File: config.mk
export PLATFORM = sky130hd
export DESIGN_NAME = subbytes_sequencer
export DESIGN_NICKNAME = d
export VERILOG_FILES = /design/src/rtl/subbytes_sequencer.sv
export SDC_FILE = /design/constraint.sdc
export NUM_CORES = 1
export LEC_CHECK = 0
export ABC_CLOCK_PERIOD_IN_PS = 81000
export BUFFER_PORTS_ARGS = -buffer_cell sky130_fd_sc_hd__buf_4
export CORE_ASPECT_RATIO = 0.9
export CORE_MARGIN = 2
export CORE_UTILIZATION = 50
export DETAILED_ROUTE_END_ITERATION = 10
export PLACE_DENSITY = 0.75
export SKIP_CTS_REPAIR_TIMING = 1
export SLEW_MARGIN = 0
export SYNTH_ARGS = -nofsm -noshare
export SYNTH_HDL_FRONTEND = slang
export SYNTH_HIERARCHICAL = 1
export SYNTH_SLANG_ARGS = --single-unit
File: constraint.sdc
create_clock -name clk -period 81 [get_ports clk]
set_input_delay 12.15 -clock clk [delete_from_list [all_inputs] [get_ports clk]]
set_output_delay 12.15 -clock clk [all_outputs]
set_load 0.01 [all_outputs]
File: src/rtl/subbytes_sequencer.sv
// Byte-serial AES SubBytes / InvSubBytes / SubWord sequencer.
// One shared combinational S-box (sbox_pprm) processes the block one byte per cycle.

module sbox_pprm (
    input  logic [7:0] i_data,
    input  logic       i_encrypt,
    output logic [7:0] o_data
);

    function automatic logic [7:0] gfMul(input logic [7:0] a, input logic [7:0] b);
        logic [7:0] p;
        logic [7:0] x;
        logic [7:0] y;
        p = '0;
        x = a;
        y = b;
        for (int k = 0; k < 8; k++) begin
            if (y[0]) p = p ^ x;
            x = {x[6:0], 1'b0} ^ (x[7] ? 8'h1b : 8'h00);
            y = {1'b0, y[7:1]};
        end
        return p;
    endfunction

    // Multiplicative inverse as x^254; maps 0 to 0 as AES requires.
    function automatic logic [7:0] gfInv(input logic [7:0] x);
        logic [7:0] x2, x3, x6, x7, x14, x15, x30, x31, x62, x63, x126, x127;
        x2   = gfMul(x, x);
        x3   = gfMul(x2, x);
        x6   = gfMul(x3, x3);
        x7   = gfMul(x6, x);
        x14  = gfMul(x7, x7);
        x15  = gfMul(x14, x);
        x30  = gfMul(x15, x15);
        x31  = gfMul(x30, x);
        x62  = gfMul(x31, x31);
        x63  = gfMul(x62, x);
        x126 = gfMul(x63, x63);
        x127 = gfMul(x126, x);
        return gfMul(x127, x127);
    endfunction

    function automatic logic [7:0] affine(input logic [7:0] x);
        return x ^ {x[6:0], x[7]} ^ {x[5:0], x[7:6]} ^ {x[4:0], x[7:5]}
                 ^ {x[3:0], x[7:4]} ^ 8'h63;
    endfunction

    function automatic logic [7:0] invAffine(input logic [7:0] s);
        return {s[6:0], s[7]} ^ {s[4:0], s[7:5]} ^ {s[1:0], s[7:2]} ^ 8'h05;
    endfunction

    logic [7:0] w_pre;
    logic [7:0] w_inv;

    always_comb begin
        w_pre  = i_encrypt ? i_data : invAffine(i_data);
        w_inv  = gfInv(w_pre);
        o_data = i_encrypt ? affine(w_inv) : w_inv;
    end

endmodule

module subbytes_sequencer #(
    parameter int NBYTES    = 16,
    parameter int SBOX_PIPE = 0
) (
    input  logic                clk,
    input  logic                reset_n,
    input  logic                encrypt,
    input  logic                in_valid,
    output logic                in_ready,
    input  logic [8*NBYTES-1:0] block_in,
    output logic                out_valid,
    input  logic                out_ready,
    output logic [8*NBYTES-1:0] block_out,
    output logic                busy
);

    localparam int W  = 8 * NBYTES;
    localparam int CW = $clog2(NBYTES) + 1;
    localparam logic [CW-1:0] CNT_FULL = CW'(NBYTES);
    localparam logic [CW-1:0] CNT_LAST = CW'(NBYTES - 1);

    generate
        if (NBYTES != 4 && NBYTES != 16) begin : g_badNbytes
            $error("subbytes_sequencer: NBYTES must be 4 or 16");
        end
        if (SBOX_PIPE != 0 && SBOX_PIPE != 1) begin : g_badPipe
            $error("subbytes_sequencer: SBOX_PIPE must be 0 or 1");
        end
    endgenerate

    typedef enum logic [1:0] {
        IDLE = 2'd0,
        RUN  = 2'd1,
        DONE = 2'd2
    } state_t;

    state_t          r_state;
    state_t          w_nextState;
    logic [W-1:0]    r_src;
    logic [W-1:0]    r_res;
    logic [CW-1:0]   r_cnt;
    logic            r_mode;
    logic            w_accept;
    logic [7:0]      w_sboxIn;
    logic [7:0]      w_sboxOut;
    logic            w_wrEn;
    logic [CW-1:0]   w_wrIdx;
    logic [7:0]      w_wrData;
    logic            w_lastWrite;

    assign w_accept = (r_state == IDLE) && in_valid;

    always_ff @(posedge clk or negedge reset_n) begin
        if (!reset_n) begin
            r_state <= IDLE;
        end else begin
            r_state <= w_nextState;
        end
    end

    always_comb begin
        w_nextState = r_state;
        case (r_state)
            IDLE:    if (in_valid)    w_nextState = RUN;
            RUN:     if (w_lastWrite) w_nextState = DONE;
            DONE:    if (out_ready)   w_nextState = IDLE;
            default:                  w_nextState = IDLE;
        endcase
    end

    // Counter saturates at NBYTES so the pipelined variant stops issuing after the last byte.
    always_ff @(posedge clk or negedge reset_n) begin
        if (!reset_n) begin
            r_src  <= '0;
            r_mode <= 1'b1;
            r_cnt  <= '0;
        end else if (w_accept) begin
            r_src  <= block_in;
            r_mode <= encrypt;
            r_cnt  <= '0;
        end else if (r_state == RUN && r_cnt != CNT_FULL) begin
            r_cnt  <= r_cnt + CW'(1);
        end
    end

    always_comb begin
        w_sboxIn = '0;
        for (int i = 0; i < NBYTES; i++) begin
            if (r_cnt == CW'(i)) w_sboxIn = r_src[W-1-8*i -: 8];
        end
    end

    sbox_pprm u_sbox (
        .i_data    (w_sboxIn),
        .i_encrypt (r_mode),
        .o_data    (w_sboxOut)
    );

    generate
        if (SBOX_PIPE == 1) begin : g_pipe
            logic [7:0]    r_pipeData;
            logic [CW-1:0] r_pipeTag;
            logic          r_pipeValid;

            always_ff @(posedge clk or negedge reset_n) begin
                if (!reset_n) begin
                    r_pipeData  <= '0;
                    r_pipeTag   <= '0;
                    r_pipeValid <= 1'b0;
                end else begin
                    r_pipeData  <= w_sboxOut;
                    r_pipeTag   <= r_cnt;
                    r_pipeValid <= (r_state == RUN) && (r_cnt != CNT_FULL);
                end
            end

            assign w_wrEn      = r_pipeValid && (r_state == RUN);
            assign w_wrIdx     = r_pipeTag;
            assign w_wrData    = r_pipeData;
            assign w_lastWrite = w_wrEn && (r_pipeTag == CNT_LAST);
        end else begin : g_direct
            assign w_wrEn      = (r_state == RUN);
            assign w_wrIdx     = r_cnt;
            assign w_wrData    = w_sboxOut;
            assign w_lastWrite = w_wrEn && (r_cnt == CNT_LAST);
        end
    endgenerate

    always_ff @(posedge clk or negedge reset_n) begin
        if (!reset_n) begin
            r_res <= '0;
        end else if (w_accept) begin
            r_res <= '0;
        end else if (w_wrEn) begin
            for (int i = 0; i < NBYTES; i++) begin
                if (w_wrIdx == CW'(i)) r_res[W-1-8*i -: 8] <= w_wrData;
            end
        end
    end

    assign in_ready  = (r_state == IDLE);
    assign out_valid = (r_state == DONE);
    assign busy      = (r_state != IDLE);
    assign block_out = r_res;

endmodule

**Word level (Yosys, flattened, before mapping)**

Cells that the tools add are included.

- Shift operators: 0
- Div/mod/pow operators: 0
- Multiply operators: 0
- Equality and inequality tests: 21
- Magnitude comparators: 0
- Bitwise gates (word level): 190
- Mux-type cells: 237
- Add/sub/neg operators: 1
- Reduce and logical (&&, ||, !) cells: 41

Operators by type and width:

| cell | count |
|---|---|
| $xor 8x8->8 | 188 |
| $mux 8 | 138 |
| $mux 5 | 93 |
| $mux 128 | 2 |
| $eq 5x4->1 const B | 8 |
| $reduce_bool 2->1 | 19 |
| $reduce_and 2->1 | 16 |
| $eq 5x3->1 const B | 4 |
| $eq 5x2->1 const B | 2 |
| $mux 2 | 3 |
| $pmux 2 s3 | 1 |
| $add 5x1->5 const B | 1 |
| $eq 5x1->1 const B | 1 |
| $logic_not 5->1 | 1 |
| $ne 5x5->1 const B | 1 |
| $ne 2x1->1 const B | 2 |
| $not 4->4 | 1 |
| $logic_and 1x1->1 | 3 |
| $reduce_and 3->1 | 1 |
| $eq 2x1->1 const B | 1 |
| $eq 2x2->1 const B | 1 |
| $logic_not 2->1 | 1 |
| $ne 2x2->1 const B | 1 |
| $not 2->2 | 1 |

- Output and inout port bits: 131
- Bits in registers: 264
- Memory bits (writable): 0
- Word-level logic and storage cells: 510
- ROM bits: 0
- Input bits: 133
- Memories: 0
- Latch bits: 0

**Longest topological paths before layout**

Gate-level depths: netlist of the first run.

- Word-level depth: 238
- Depth in mapped cells: 121

**Hierarchy**

Netlist of the first run, hierarchy kept.

By module, submodules not included:

| module | cells each | instances | area each (um^2) |
|---|---|---|---|
| sbox_pprm | 1857 | 1 | 15000.6 |
| subbytes_sequencer | 1428 | 1 | 12144.1 |

**Worst setup path after synthesis of the first run**

Ideal clock, no wire load.

- Kind: register -> register
- Start: register r_cnt[0]
- End: register r_res[16], in the netlist block_out[16]
- Setup slack: 54.788 ns
- Stages on the path, launching flop included: 114
- Arrival time: 26.134 ns
- Required time: 80.922 ns
- Path buffers: 22
- Path through: dfrtp_1 > ha_1 > clkbuf_1 > clkbuf_1 > and3_1 > ha_1 > nand2b_1 > or4_1 > a211o_1 > o211ai_1 > buf_2 > xnor3_1 > o21a_1 > buf_4 > inv_6 > buf_6 > clkbuf_1 > clkbuf_1 > [... 78 more ...] > xnor2_1 > clkbuf_1 > inv_1 > ha_1 > inv_1 > xnor3_1 > xnor3_1 > nand2b_1 > xnor2_1 > xnor2_1 > xor2_1 > xor2_1 > nand2_1 > xnor2_1 > clkbuf_1 > clkbuf_1 > nand2_1 > a21oi_1

- Elaborated cells on any way between the ends: 424
- Those cells by class: 15 x eq/ne; 216 x mux; 190 x bitwise; 3 x reduce/logical

RTL lines:

| what | RTL line | text |
|---|---|---|
| from (decl) | 103 | `logic [CW-1:0] r_cnt;` |
| from (signal assigned) | 144 | `r_cnt <= r_cnt + CW'(1);` |
| $logic_not 5->1 | 151 | `if (r_cnt == CW'(i)) w_sboxIn = r_src[W-1-8*i -: 8];` |
| $mux 8 (15 in series) | 151 |  |
| $mux 8 (*) | 151 |  |
| net w_sboxIn[1] | 106 | `logic [7:0] w_sboxIn;` |
| $xor 8x8->8 | 49 | `return {s[6:0], s[7]} ^ {s[4:0], s[7:5]} ^ {s[1:0], s[7:2]} ^ 8'h05;` |
| $mux 8 (*) | 56 | `w_pre = i_encrypt ? i_data : invAffine(i_data);` |
| $mux 5, or another cell as far along | 19 | `x = {x[6:0], 1'b0} ^ (x[7] ? 8'h1b : 8'h00);` |
| $xor 8x8->8, or another cell as far along | 19 |  |
| [... 199 more ...] | -- |  |
| $xor 8x8->8 (3 in series) | 44 | `return x ^ {x[6:0], x[7]} ^ {x[5:0], x[7:6]} ^ {x[4:0], x[7:5]}` |
| $xor 8x8->8 | 45 | `^ {x[3:0], x[7:4]} ^ 8'h63;` |
| $not 4->4 (no source line) | -- |  |
| $mux 8 (*) | 58 | `o_data = i_encrypt ? affine(w_inv) : w_inv;` |
| net w_sboxOut[0] | 107 | `logic [7:0] w_sboxOut;` |
| $mux 8 (*) | 198 | `if (w_wrIdx == CW'(i)) r_res[W-1-8*i -: 8] <= w_wrData;` |
| $mux 128 (*) | 196 | `end else if (w_wrEn) begin` |
| $mux 128 (*) | 194 | `end else if (w_accept) begin` |
| to (signal, indexed assignment) | 198 |  |
| to (decl) | 102 | `logic [W-1:0] r_res;` |

Mark *: on every way through the listed nets, which the timed path passes. The rest lies on a longest branch. The select of a mux whose other input is x is not followed.
A chain may end at the register's enable or synchronous reset.

**Worst setup path after layout of the first run**

- Start: register r_cnt[4]
- End: register r_res[96], in the netlist block_out[96]

The elaborated chain is that of the path after synthesis.

==> results of run 1 <==
## final timing paths
| path | slack [ns] | cells past startpoint | to |
|---|---|---|---|
| setup / recovery | 50.09 | 93 | block_out[96] |
| hold / removal | 0.47 | 2 | r_src[50] |
| setup reg to reg | 50.09 | 93 | block_out[96] |
| hold reg to reg | 0.47 | 2 | r_src[50] |
| max in group asynchronous | 67.78 | 2 | r_src[49] |
| min in group asynchronous | 11.67 | 1 | block_out[113] |
## flip-flops by register name (all words and copies together) (netlist names)
name,flops
r_mode,1
r_cnt,5
block_out,128
r_state,2
r_src,128
## routing by layer
| metal | vias to the layer above | routed length [µm] |
|---|---|---|
| met2 | 1385 | 38900 |
| met1 | 11968 | 37100 |
| met3 | 140 | 8790 |
| met4 | 2 | 2000 |
| met5 | - | 10 |
| li1 | 11391 | - |
## stage by stage
step / setup slack, ns / area (µm²) / hold WS (ns) / util / std cells
2_1_floorplan: 54.79 / 27100 / 0.437 / - / 3285
3_3_place_gp: 51.68 / 29500 / 0.455 / 0.545 / 4062
3_5_place_dp: 50.72 / 29500 / 0.457 / 0.545 / 4062
4_1_cts: 50.56 / 30300 / 0.473 / 0.562 / 4109
5_1_grt: 47.81 / 30300 / 0.502 / 0.562 / 4110
6_report: 50.09 / 30300 / 0.473 / 0.562 / 4110
## cell families after synthesis
logic type / Yosys count
AOI/OAI and AO/OA: 599
xor gates and xnor gates: 635
adders and majority gates: 12
buffers and inverters: 284
DFF: 264
muxes: 111
and+or+nand+nor: 1380
## cells in the mapped netlist, types with 13 or more instances
| master | instances | area [µm²] |
|---|---|---|
| nor2_1 | 282 | 1060 |
| inv_1 | 30 | 113 |
| o211ai_1 | 21 | 158 |
| nand3_1 | 95 | 475 |
| a211o_1 | 13 | 114 |
| o21ai_1 | 30 | 150 |
| a21oi_1 | 225 | 1130 |
| mux2_2 | 18 | 203 |
| o22ai_1 | 25 | 156 |
| clkbuf_1 | 156 | 586 |
| and3_1 | 15 | 93.8 |
| xnor3_2 | 17 | 404 |
| nand2_1 | 753 | 2830 |
| xor2_1 | 134 | 1170 |
| mux2i_1 | 88 | 881 |
| o21ai_0 | 90 | 450 |
| nor2b_1 | 19 | 119 |
| buf_4 | 15 | 113 |
| xnor2_4 | 13 | 358 |
| a22oi_1 | 15 | 113 |
| xnor2_2 | 33 | 537 |
| a211oi_1 | 13 | 97.6 |
| buf_1 | 17 | 63.8 |
| dfrtp_1 | 263 | 6580 |
| nor3_1 | 58 | 290 |
| nand2b_1 | 28 | 175 |
| and2_1 | 17 | 106 |
| xnor3_1 | 101 | 2270 |
| xnor2_1 | 312 | 2730 |
| buf_2 | 56 | 280 |
| or3_1 | 14 | 87.6 |
## worst register-to-register path, delay by kind of cell, from the launching register on
kind                     cells  cell delay [ns]
XOR/XNOR                    42            18.18
AND/OR/NAND/NOR             20             3.71
adder cells (fa/ha/maj)      8             3.12
buffers and inverters       11             2.66
AO/OA/AOI/OAI                9             1.69
flip-flops                   1             1.00
multiplexers                 3             0.49
## cell type report
class	instances	area share
antenna	1	0.0000825
clock buffer	38	0.0252
clock inverter	9	0.00363
inverter	36	0.00462
multi-input combinational	2737	0.640
sequential	264	0.218
tap	705	0.0291
timing repair buffer	320	0.0794
==> impl_results.md, run 1 <==
* M1 GR Usage at 0.445
* Reg clk slew, reported paths at 0.07 ns
* Crit path top cell by count: xnor2_1
* Worst Path Arrival at 31.38 ns
* Skew-Pair Late Insertion Delay at 0.56 ns
* Async SR Flop Fraction at 1.00
* RSZ-0062 raised after global routing: no
* Root buffer cell: clkbuf_16
* Max Slew Vio Count at 0
* Vias per cell at 6.05
* Rel. slew slack at 0.129
* # DRC at 0
* Grt met2 use at 0.466
* Post-synthesis sequential area ratio at 0.243
* FILL cells at 4872
* Synth Area in XOR/XNOR at 0.296
* Routed Antenna Nets at 0
* CP Capture Type: flip-flop
* I/O pin cnt at 264
* Pin slew with the least headroom to its limit at 1.30 ns
* Routing usage on met3 at 0.0356
* Die H at 225 µm
* Slowest cell on the critical path: xnor2_1
* Routed WL per cell at 21.1 µm
* Max clock buf depth at 3
* Initial Util at 0.503
* Status: complete, no violations
* Gr usage total at 0.299
* Area of the multi-input gates at 0.0194 mm²
* Pin count of the biggest net entering global routing at 126
* DRT Pass-1 Iters at 7
* Total wire length at 86.8 mm
* Max-cap violation count at 0
* Crit Path Max Fanout at 54
* Final hold vios at 0
* Max Fclk at 32.3 MHz
* Die Width at 250 µm
* Syn Std Cell Area at 0.0271 mm²
* Post-Synth Adder-Cell Area at 0.00553
* Setup TNS at 0 ns
* Clk sinks at 264
* Crit path max-delay family: XOR/XNOR gates
* Number of H-tree levels at 1
* Crit path kind: flip-flop to flip-flop
* Synth Area in Compound Gates at 0.144
* Yosys warning count at 6
* Detail Placement HPWL at 61.7 mm
* Simple-Gate Fraction of Synth Area at 0.223
* Most frequent cells in the layout: 752 x nand2_1, 319 x buf_4, 312 x xnor2_1
* WP buf/inv at 11
* Syn nets at 3430
* Core ar. at 0.0540 mm²
* Hold Path Class: flip-flop to flip-flop
* Commonest non-fill, non-tap cell in the layout: nand2_1
* Total CTS buffers at 26
* Reg2reg start: r_cnt[4]
* Nets@finish at 3530
* Mux cell area share after synthesis at 0.0424
* Via count at 24886
* Register area at 0.00661 mm²
* Post-synth top flop: dfrtp_1
* Die area at 0.0562 mm²
* Port Buffers at 263
* Layout cells sized above 1 at 0.156
* Hold_sp: r_src[50]
* Antenna violations before repair at 2
* Crit. Startpoint: r_cnt[4]
* Final period utilization at 0.382
* Largest family of logic cells by synthesized area: XOR/XNOR gates
* First-pass GRT wire length at 134 mm
* Yosys cell types at 118
* Seq cells post-synth at 264
* Post-synth EDFFs at 0
* Mapped Cells at 3285
* Mean area per synthesized cell at 8.26 µm²
* Std cell rows at 81
* Drt initial violations at 3376
* Element type at the critical path start: flip-flop
* P&R area growth vs syn at 11.8%
* CP max stage delay at 1.01 ns
* GR peak layer: met2
* Final setup fails at 0
* Vias in the first global route at 22601
* CTS tree: built
* Worst Skew at 0.0258 ns
* Routability cong. at 0.972
* Req. time, crit path at 81.47 ns
* Total congestion overflow at 0
* Crit path time final at 30.91 ns
Power of run 1 is left out: the tool's default activity adds up to more than one toggle a clock period on the data nets, which glitch-free logic cannot reach.
==> run 2: changes to the inputs <==
Settings changed: ABC_CLOCK_PERIOD_IN_PS 81000 to 30600.
Clock period 81 ns to 30.6 ns, I/O delays scaled along.
==> impl_results.md, run 2 (same netlist as run 1, synthesis figures left out) <==
* Status: complete, no violations
* Total wire length at 86.8 mm
* Rel. slew slack at 0.242
* Max Fclk at 34.8 MHz
* Worst Skew at 0.0170 ns
* Pin slew with the least headroom to its limit at 1.14 ns
* # DRC at 0
* Routed Antenna Nets at 0
* Vias in the first global route at 22701
* Antenna violations before repair at 2
* Hold Path Class: flip-flop to flip-flop
* Worst Path Arrival at 29.18 ns
* Final design utilization at 0.562
* Most frequent cells in the layout: 752 x nand2_1, 319 x buf_4, 310 x xnor2_1
* Number of H-tree levels at 1
* CP max stage delay at 0.71 ns
* Core ar. at 0.0540 mm²
* Die Width at 250 µm
* Drt initial violations at 3245
* Max Slew Vio Count at 0
* Hold_ws at 0.475 ns
* Total congestion overflow at 0
* N_diodes at 0
* Routed WL per cell at 21.1 µm
* P&R area growth vs syn at 11.9%
* Max-cap violation count at 0
* Slowest cell on the critical path: xnor2_2
* Element type at the critical path start: flip-flop
* Root buffer cell: clkbuf_16
* First-pass GRT wire length at 134 mm
* Nets@finish at 3531
* Commonest non-fill, non-tap cell in the layout: nand2_1
* Std cell rows at 81
* Reg clk slew, reported paths at 0.06 ns
* I/O pin cnt at 264
* Die area at 0.0562 mm²
* Total CTS buffers at 27
* DRT Pass-1 Iters at 8
* Crit path top cell by count: xnor3_1
* Vias per cell at 6.05
* Crit path time final at 28.71 ns
* Req. time, crit path at 31.07 ns
* Clk sinks at 264
* Crit path kind: flip-flop to flip-flop
* CP Capture Type: flip-flop
* Gr usage total at 0.300
* Final hold vios at 0
* Skew-Pair Late Insertion Delay at 0.57 ns
* Via count at 24870
* Initial Util at 0.503
* Cell Count, Final, Fillers Out at 4109
* Detail Placement HPWL at 62.6 mm
* Max clock buf depth at 3
* Pin count of the biggest net entering global routing at 136
* Final setup fails at 0
* Routability cong. at 0.936
* DP Cell Count at 4062
* Die H at 225 µm
* Crit Path Max Fanout at 44
* Layout cells sized above 1 at 0.156
* Port Buffers at 263
* CTS tree: built
* Final period utilization at 0.938
[run 2: final timing paths]
kind | depth (start not counted) | from | slack (ns) | end
worst min register to register | 2 | r_src[65] | 0.47 | r_src[65]
min in group asynchronous | 1 | reset_n | 4.10 | block_out[105]
worst max register to register | 94 | r_cnt[0] | 1.89 | block_out[32]
worst min-delay path | 2 | r_src[65] | 0.47 | r_src[65]
worst max-delay path | 94 | r_cnt[0] | 1.89 | block_out[32]
max in group asynchronous | 2 | reset_n | 24.93 | r_src[49]
[run 2: final cells by class]
| cell class | instances | area (µm²) |
|---|---|---|
| clock buffers | 40 | 774 |
| clock inverters | 7 | 100 |
| flip-flops and latches | 264 | 6610 |
| well taps | 705 | 882 |
| multi-input cells | 2737 | 19400 |
| inverters | 36 | 140 |
| fillers | 4854 | 23700 |
| repair buffers | 320 | 2410 |
[run 2: per-stage QoR]
stage / setup slack, ns / cell area (µm²) / TNS [ns]
global placement: 2.41 / 29500 / 0
detailed placement: 1.60 / 29500 / 0
global route: -0.0343 / 30400 / -0.230
CTS: 1.44 / 30300 / 0
finish: 1.89 / 30400 / 0
floorplan: 4.39 / 27100 / 0
[run 2: routing by layer]
layer	share of wire	track usage	vias up	routed length, µm
met5	0.00021	0	-	18
met4	0.038	0.108	4	3310
met3	0.099	0.0470	194	8600
met2	0.44	0.459	1384	37800
met1	0.43	0.432	11912	37000
li1	-	-	11376	-
[run 2: worst max-delay path, delay by kind of cell (launching register included)]
family | cells | cell delay [ns]
multiplexers | 2 | 0.39
XOR/XNOR | 45 | 16.91
AO/OA/AOI/OAI | 9 | 1.75
AND/OR/NAND/NOR | 21 | 4.20
buffers and inverters | 9 | 1.94
flip-flops | 1 | 0.44
adder cells (fa/ha/maj) | 8 | 2.93
Power of run 2 is left out for the same reason.
